**src/rtl/gpr_pkg.sv**
```systemverilog
// Shared definitions for the GPR write-side controller.
//   ADDR_W / DATA_W / REG_NUM : register file geometry
//   lbuf_state_t              : load-buffer occupancy state (EMPTY/ONE/TWO)
//   wb_entry_t                : one pending register write {addr, data}
package gpr_pkg;

  localparam int unsigned ADDR_W  = 5;
  localparam int unsigned DATA_W  = 32;
  localparam int unsigned REG_NUM = 2 ** ADDR_W;

  typedef enum logic [1:0] {
    EMPTY = 2'd0,
    ONE   = 2'd1,
    TWO   = 2'd2
  } lbuf_state_t;

  typedef struct packed {
    logic [ADDR_W-1:0] addr;
    logic [DATA_W-1:0] data;
  } wb_entry_t;

endpackage

```
**src/rtl/gpr_wb_lbuf.sv**
```systemverilog
// Two-entry FIFO holding load-return writes until the register file write
// port is free.
//   clk, reset   : clock, synchronous active-high reset
//   push_valid   : load return offered (transfers when push_ready is high)
//   push_entry   : load destination/data
//   push_ready   : buffer can accept (low in reset and when full)
//   pop          : consume head this cycle (ignored when empty)
//   head_valid   : head entry present
//   head         : oldest buffered entry
//   cnt          : occupancy 0..2
module gpr_wb_lbuf
  import gpr_pkg::*;
(
  input  logic      clk,
  input  logic      reset,
  input  logic      push_valid,
  input  wb_entry_t push_entry,
  output logic      push_ready,
  input  logic      pop,
  output logic      head_valid,
  output wb_entry_t head,
  output logic [1:0] cnt
);

  lbuf_state_t state_q, state_d;
  wb_entry_t   ent0_q, ent0_d;
  wb_entry_t   ent1_q, ent1_d;
  logic        do_push;
  logic        do_pop;

  assign do_push = push_valid & push_ready;
  assign do_pop  = pop & head_valid;
  assign head    = ent0_q;

  // State register
  always_ff @(posedge clk) begin
    if (reset) begin
      state_q <= EMPTY;
      ent0_q  <= '0;
      ent1_q  <= '0;
    end else begin
      state_q <= state_d;
      ent0_q  <= ent0_d;
      ent1_q  <= ent1_d;
    end
  end

  // Next-state logic
  always_comb begin
    state_d = state_q;
    unique case (state_q)
      EMPTY: if (do_push) state_d = ONE;
      ONE: begin
        if (do_push && !do_pop)      state_d = TWO;
        else if (!do_push && do_pop) state_d = EMPTY;
      end
      TWO:     if (do_pop) state_d = ONE;
      default: state_d = EMPTY;
    endcase
  end

  // Entry storage: ent0 is always the head, ent1 the younger entry.
  // Push+pop in ONE writes the new entry straight into the head slot.
  always_comb begin
    ent0_d = ent0_q;
    ent1_d = ent1_q;
    unique case (state_q)
      EMPTY: if (do_push) ent0_d = push_entry;
      ONE: begin
        if (do_push) begin
          if (do_pop) ent0_d = push_entry;
          else        ent1_d = push_entry;
        end
      end
      TWO:     if (do_pop) ent0_d = ent1_q;
      default: ;
    endcase
  end

  // Outputs decoded from state
  always_comb begin
    push_ready = 1'b0;
    head_valid = 1'b0;
    cnt        = 2'd0;
    unique case (state_q)
      EMPTY: push_ready = ~reset;
      ONE: begin
        push_ready = ~reset;
        head_valid = 1'b1;
        cnt        = 2'd1;
      end
      TWO: begin
        head_valid = 1'b1;
        cnt        = 2'd2;
      end
      default: ;
    endcase
  end

endmodule

```
**src/rtl/gpr_wb_arbiter.sv**
```systemverilog
// Write-side controller for the general-purpose register file. Owns the
// single write port; ALU results (never stall) take priority over buffered
// load returns. Tracks registers with loads outstanding and flags decode
// reads of them.
//   clk, reset                     : clock, synchronous active-high reset
//   alu_valid/alu_addr/alu_data    : ALU writeback, always accepted
//   ld_valid/ld_ready/ld_addr/ld_data : load return handshake
//   ld_issue/ld_issue_addr         : load issued, mark destination pending
//   rd_addr_0/1, stall_0/1         : decode read addresses and stall flags
//   we_/wr_addr/wr_data            : registered write port (we_ active-low)
//   lbuf_cnt                       : load buffer occupancy
// Build option: GPR_WB_R0_DISCARD_EN makes register 0 a write sink
// (no write strobe, never pending, never stalls).
module gpr_wb_arbiter #(
  parameter int unsigned ADDR_W  = gpr_pkg::ADDR_W,
  parameter int unsigned DATA_W  = gpr_pkg::DATA_W,
  parameter int unsigned REG_NUM = gpr_pkg::REG_NUM
) (
  input  logic              clk,
  input  logic              reset,
  input  logic              alu_valid,
  input  logic [ADDR_W-1:0] alu_addr,
  input  logic [DATA_W-1:0] alu_data,
  input  logic              ld_valid,
  output logic              ld_ready,
  input  logic [ADDR_W-1:0] ld_addr,
  input  logic [DATA_W-1:0] ld_data,
  input  logic              ld_issue,
  input  logic [ADDR_W-1:0] ld_issue_addr,
  input  logic [ADDR_W-1:0] rd_addr_0,
  input  logic [ADDR_W-1:0] rd_addr_1,
  output logic              stall_0,
  output logic              stall_1,
  output logic              we_,
  output logic [ADDR_W-1:0] wr_addr,
  output logic [DATA_W-1:0] wr_data,
  output logic [1:0]        lbuf_cnt
);

  import gpr_pkg::*;

`ifdef GPR_WB_R0_DISCARD_EN
  localparam bit R0_DISCARD = 1'b1;
`else
  localparam bit R0_DISCARD = 1'b0;
`endif

  logic               we_q, we_d;
  logic [ADDR_W-1:0]  wr_addr_q, wr_addr_d;
  logic [DATA_W-1:0]  wr_data_q, wr_data_d;
  logic [REG_NUM-1:0] pending_q, pending_d;

  wb_entry_t lbuf_push_entry;
  wb_entry_t lbuf_head;
  logic      lbuf_head_valid;
  logic      lbuf_pop;
  logic      alu_sink;
  logic      head_sink;
  logic      issue_sink;

  assign lbuf_push_entry.addr = ld_addr;
  assign lbuf_push_entry.data = ld_data;

  gpr_wb_lbuf u_lbuf (
    .clk        (clk),
    .reset      (reset),
    .push_valid (ld_valid),
    .push_entry (lbuf_push_entry),
    .push_ready (ld_ready),
    .pop        (lbuf_pop),
    .head_valid (lbuf_head_valid),
    .head       (lbuf_head),
    .cnt        (lbuf_cnt)
  );

  assign alu_sink   = R0_DISCARD && (alu_addr == '0);
  assign head_sink  = R0_DISCARD && (lbuf_head.addr == '0);
  assign issue_sink = R0_DISCARD && (ld_issue_addr == '0);

  // Write-port arbitration. A discarded r0 write still consumes its slot
  // (and still pops a load) but leaves the port idle with addr/data held.
  always_comb begin
    we_d      = 1'b1;
    wr_addr_d = wr_addr_q;
    wr_data_d = wr_data_q;
    lbuf_pop  = 1'b0;
    if (alu_valid) begin
      if (!alu_sink) begin
        we_d      = 1'b0;
        wr_addr_d = alu_addr;
        wr_data_d = alu_data;
      end
    end else if (lbuf_head_valid) begin
      lbuf_pop = 1'b1;
      if (!head_sink) begin
        we_d      = 1'b0;
        wr_addr_d = lbuf_head.addr;
        wr_data_d = lbuf_head.data;
      end
    end
  end

  // Scoreboard: clear applied before set so a same-cycle issue wins.
  always_comb begin
    pending_d = pending_q;
    if (lbuf_pop)
      pending_d[lbuf_head.addr] = 1'b0;
    if (ld_issue && !issue_sink)
      pending_d[ld_issue_addr] = 1'b1;
  end

  always_ff @(posedge clk) begin
    if (reset) begin
      we_q      <= 1'b1;
      wr_addr_q <= '0;
      wr_data_q <= '0;
      pending_q <= '0;
    end else begin
      we_q      <= we_d;
      wr_addr_q <= wr_addr_d;
      wr_data_q <= wr_data_d;
      pending_q <= pending_d;
    end
  end

  assign we_     = we_q;
  assign wr_addr = wr_addr_q;
  assign wr_data = wr_data_q;

  assign stall_0 = pending_q[rd_addr_0] & ~(R0_DISCARD && (rd_addr_0 == '0));
  assign stall_1 = pending_q[rd_addr_1] & ~(R0_DISCARD && (rd_addr_1 == '0));

endmodule

```
**config.mk**
```make
export PLATFORM = sky130hd
export DESIGN_NAME = gpr_wb_arbiter
export DESIGN_NICKNAME = d
export VERILOG_FILES = /design/src/rtl/gpr_pkg.sv /design/src/rtl/gpr_wb_lbuf.sv /design/src/rtl/gpr_wb_arbiter.sv
export SDC_FILE = /design/constraint.sdc
export NUM_CORES = 1
export LEC_CHECK = 0
export CAP_MARGIN = 20
export CORE_ASPECT_RATIO = 1.2
export CORE_UTILIZATION = 47
export CTS_CLUSTER_DIAMETER = 40
export CTS_CLUSTER_SIZE = 16
export DETAILED_ROUTE_END_ITERATION = 7
export PLACE_DENSITY_LB_ADDON = 0.3
export SETUP_SLACK_MARGIN = 0.05
export SKIP_LAST_GASP = 1
export SLEW_MARGIN = 10
export SYNTH_ARGS = -nofsm -noshare
export SYNTH_HDL_FRONTEND = slang
export SYNTH_SLANG_ARGS = --single-unit
```
**constraint.sdc**
```tcl
create_clock -name clk -period 2.2 [get_ports clk]
set_input_delay 0.55 -clock clk [delete_from_list [all_inputs] [get_ports clk]]
set_output_delay 0.55 -clock clk [all_outputs]
set_load 0.03 [all_outputs]
```
==> flow_summary.ini <==
[routing]
drtPass1Iterations = 7
num_vias = 6181
drt_iter0_markers = 406
vias_per_cell = 5.49
drc = 5
ant_nets = 0
wire_per_inst_microns = 16.1
routed_wl_microns = 18100

[status]
status = finished with violations
failed_checks = design-rule violations, negative setup slack

[timing]
min_period_over_period_pct = 102
skew_ps = 9.46
drv_slew = 0
hold_violations = 0
fmax_mhz = 444
tightest_slew_ps = 573
grt_setup_unrepaired = true
setup_viol = 2
fin_crit_ps = 2250
slew_headroom_pct = 61.8
fin_ws_ps = -51.4
tns_ps = -102

[yosys]
synth_top_area_share_pct = 42.7
yosysSeqAreaShare_pct = 42.7
async_flop_share_pct = 0
ys_types = 33
yosys-top-cells-area = dfxtp_1 (43%), mux2i_1 (16%), a21oi_1 (8.3%)
syn_inst = 809
synth_top_area_cell = dfxtp_1
yosys_warnings = 0
syn_area_sq_mm = 0.00685
avgSynthCellArea_sq_um = 8.47
synth_ff_type = dfxtp_1
synth_edf_count = 0
syn_nets = 909
synth_seq_cells = 146

[clock_tree]
cts.path.max_buffers = 2
clk_pin_slew_ps = 60
cts_tree = yes
cts_max_level = 4
cts_buffers = 17
clk_latency_ps = 420
hold_buffers = 0
clock_sinks = 146
clock-root-buffer = clkbuf_16

[placement]
io_buffers = 136
place_area_sq_mm = 0.00848
place_inst = 1091
place_congestion = 0.963
hpwl_microns = 12300

[final_layout]
final_common_cell = dfxtp_1
syn2layout_area_growth_pct = 33.2
fillers = 1216
final_util_pct = 65.2
nets = 1043
drive_gt1_share_pct = 13.2
antenna_cells = 0
fin_cells = 1125
mostFrequentLayoutCells = dfxtp_1 (145), nand2_1 (126), nor2_1 (122)
final_area_sq_mm = 0.00912

[global_routing]
grt_max_degree = 118
grt_pass1_vias = 5853
grt_util_all_layers_pct = 24.6
grt_pass1_wl_microns = 29200
overflow = 0
grt_antenna_before_repair = 1

[worst_hold_path]
holdPathStages = 2
holdCritStartpoint = u_lbuf.ent1_q[32]$_SDFFE_PP0P_
hp-class = reg -> reg
worstHoldEndpoint = u_lbuf.ent1_q[32]$_SDFFE_PP0P_

[flow_run]
maxCapViolations = 0

[power]
vdd_ir_drop_max_mv = 0.661
p_leak_nw = 3.33
cellPowerDensity_mw_per_mm2 = 951
total_power_mw = 8.67

[worst_setup_path]
required_ps = 1650
cp-start-kind = input port
timing.rr.start = u_lbuf.state_q[0]$_SDFFE_PP0P_
r2r-end = u_lbuf.head[34]$_SDFFE_PP0P_
reg2reg_setup_slack_ps = 150
cp_max_fo = 8
cp.arrival_ps = 1700
cp-end-kind = primary output
r2r_cells = 7
critPathKind = in -> out

[floorplanning]
die_h_microns = 134
core_sq_mm = 0.0140
io-pin-count = 137
die_x_microns = 112
fp.dieArea_sq_mm = 0.0151
initial_core_util_pct = 48.9
fp-row-count = 47
## worst max-delay path, cell delays in order
cell and delay, ps:
buf_12 90, buf_12 130, mux2i_2 200, a22oi_1 80, nand4b_1 90, a21oi_1 50, a311o_2 370, buf_6 140
## layer usage
metal,GRT usage (%),vias to the layer above,routed length (microns)
met3,8.00,38,1220
met4,8.67,0,398
met2,42.3,191,8960
met5,0,-,0
met1,28.7,2892,7530
li1,-,3060,-
## power by group
part	internal [mW]	switching, mW	total (mW)
Combinational	1.22	1.50	2.72
Sequential	3.01	0.254	3.27
Clock	1.62	1.07	2.69
Total	5.85	2.82	8.67
## stage by stage
step	hold slack (ps)	setup slack, ps
floorplan	436	51.3
detailed placement	446	-981
finish	453	-51.4
global placement	441	-953
CTS	455	-86.4
global route	468	-144
## cell families after synthesis
logic type | Yosys count | synth area share, %
and+or+nand+nor | 289 | 17.6
AOI/OAI and AO/OA | 200 | 19.0
DFF | 146 | 42.7
muxes | 107 | 15.6
buffers and inverters | 61 | 4.04
adders and majority gates | 6 | 1.10
## synth_stat cells (all sizes together) (2+ instances only)
library cell	number
dfxtp	146
a311o	2
mux2i	107
a22oi	9
a211oi	40
nor2b	6
buf	27
ha	6
nor2	125
o21ai	32
and3b	3
nand2	126
clkbuf	32
nor3b	4
a21oi	113
and3	2
nand3	7
or3b	2
or3	2
nand4b	2
nand3b	3
inv	2
nand2b	4
and2	2
## final cells by class
| cell class | instances | area, sq um | share of cell area (%) |
|---|---|---|---|
| multi-input combinational | 602 | 3690 | 40.5 |
| tap | 171 | 214 | 2.35 |
| timing repair buffer | 174 | 1730 | 19.0 |
| inverter | 2 | 7.51 | 0.0823 |
| sequential | 146 | 2920 | 32.1 |
| clock inverter | 10 | 86.3 | 0.947 |
| clock buffer | 20 | 467 | 5.12 |
## state kept, by name (all words and copies together) (netlist names)
name,count
we_,1
u_lbuf.ent1_q,37
pending_q,32
wr_addr,5
u_lbuf.state_q,2
u_lbuf.head,37
wr_data,32
## how the worst max path moves through the flow
stage,slack [ps],end,startpoint,cells past startpoint
2_1_floorplan,50,stall_0,rd_addr_0[1],7
3_3_place_gp,-950,stall_1,rd_addr_1[1],8
3_5_place_dp,-980,stall_1,rd_addr_1[1],8
4_1_cts,-90,stall_1,rd_addr_1[2],7
5_1_grt,-140,stall_1,rd_addr_1[1],8
6_report,-50,stall_1,rd_addr_1[1],8
## what timing repair did
action | in CTS | in global routing
hold endpoints to repair | 0 | 0
setup endpoints to repair | 4 | 4
cloned | 2 | 0
gates resized for setup | 59 | 8
buffers inserted | 2 | 0
pin swaps | 4 | 4
Power figures use the tool's default switching activity.
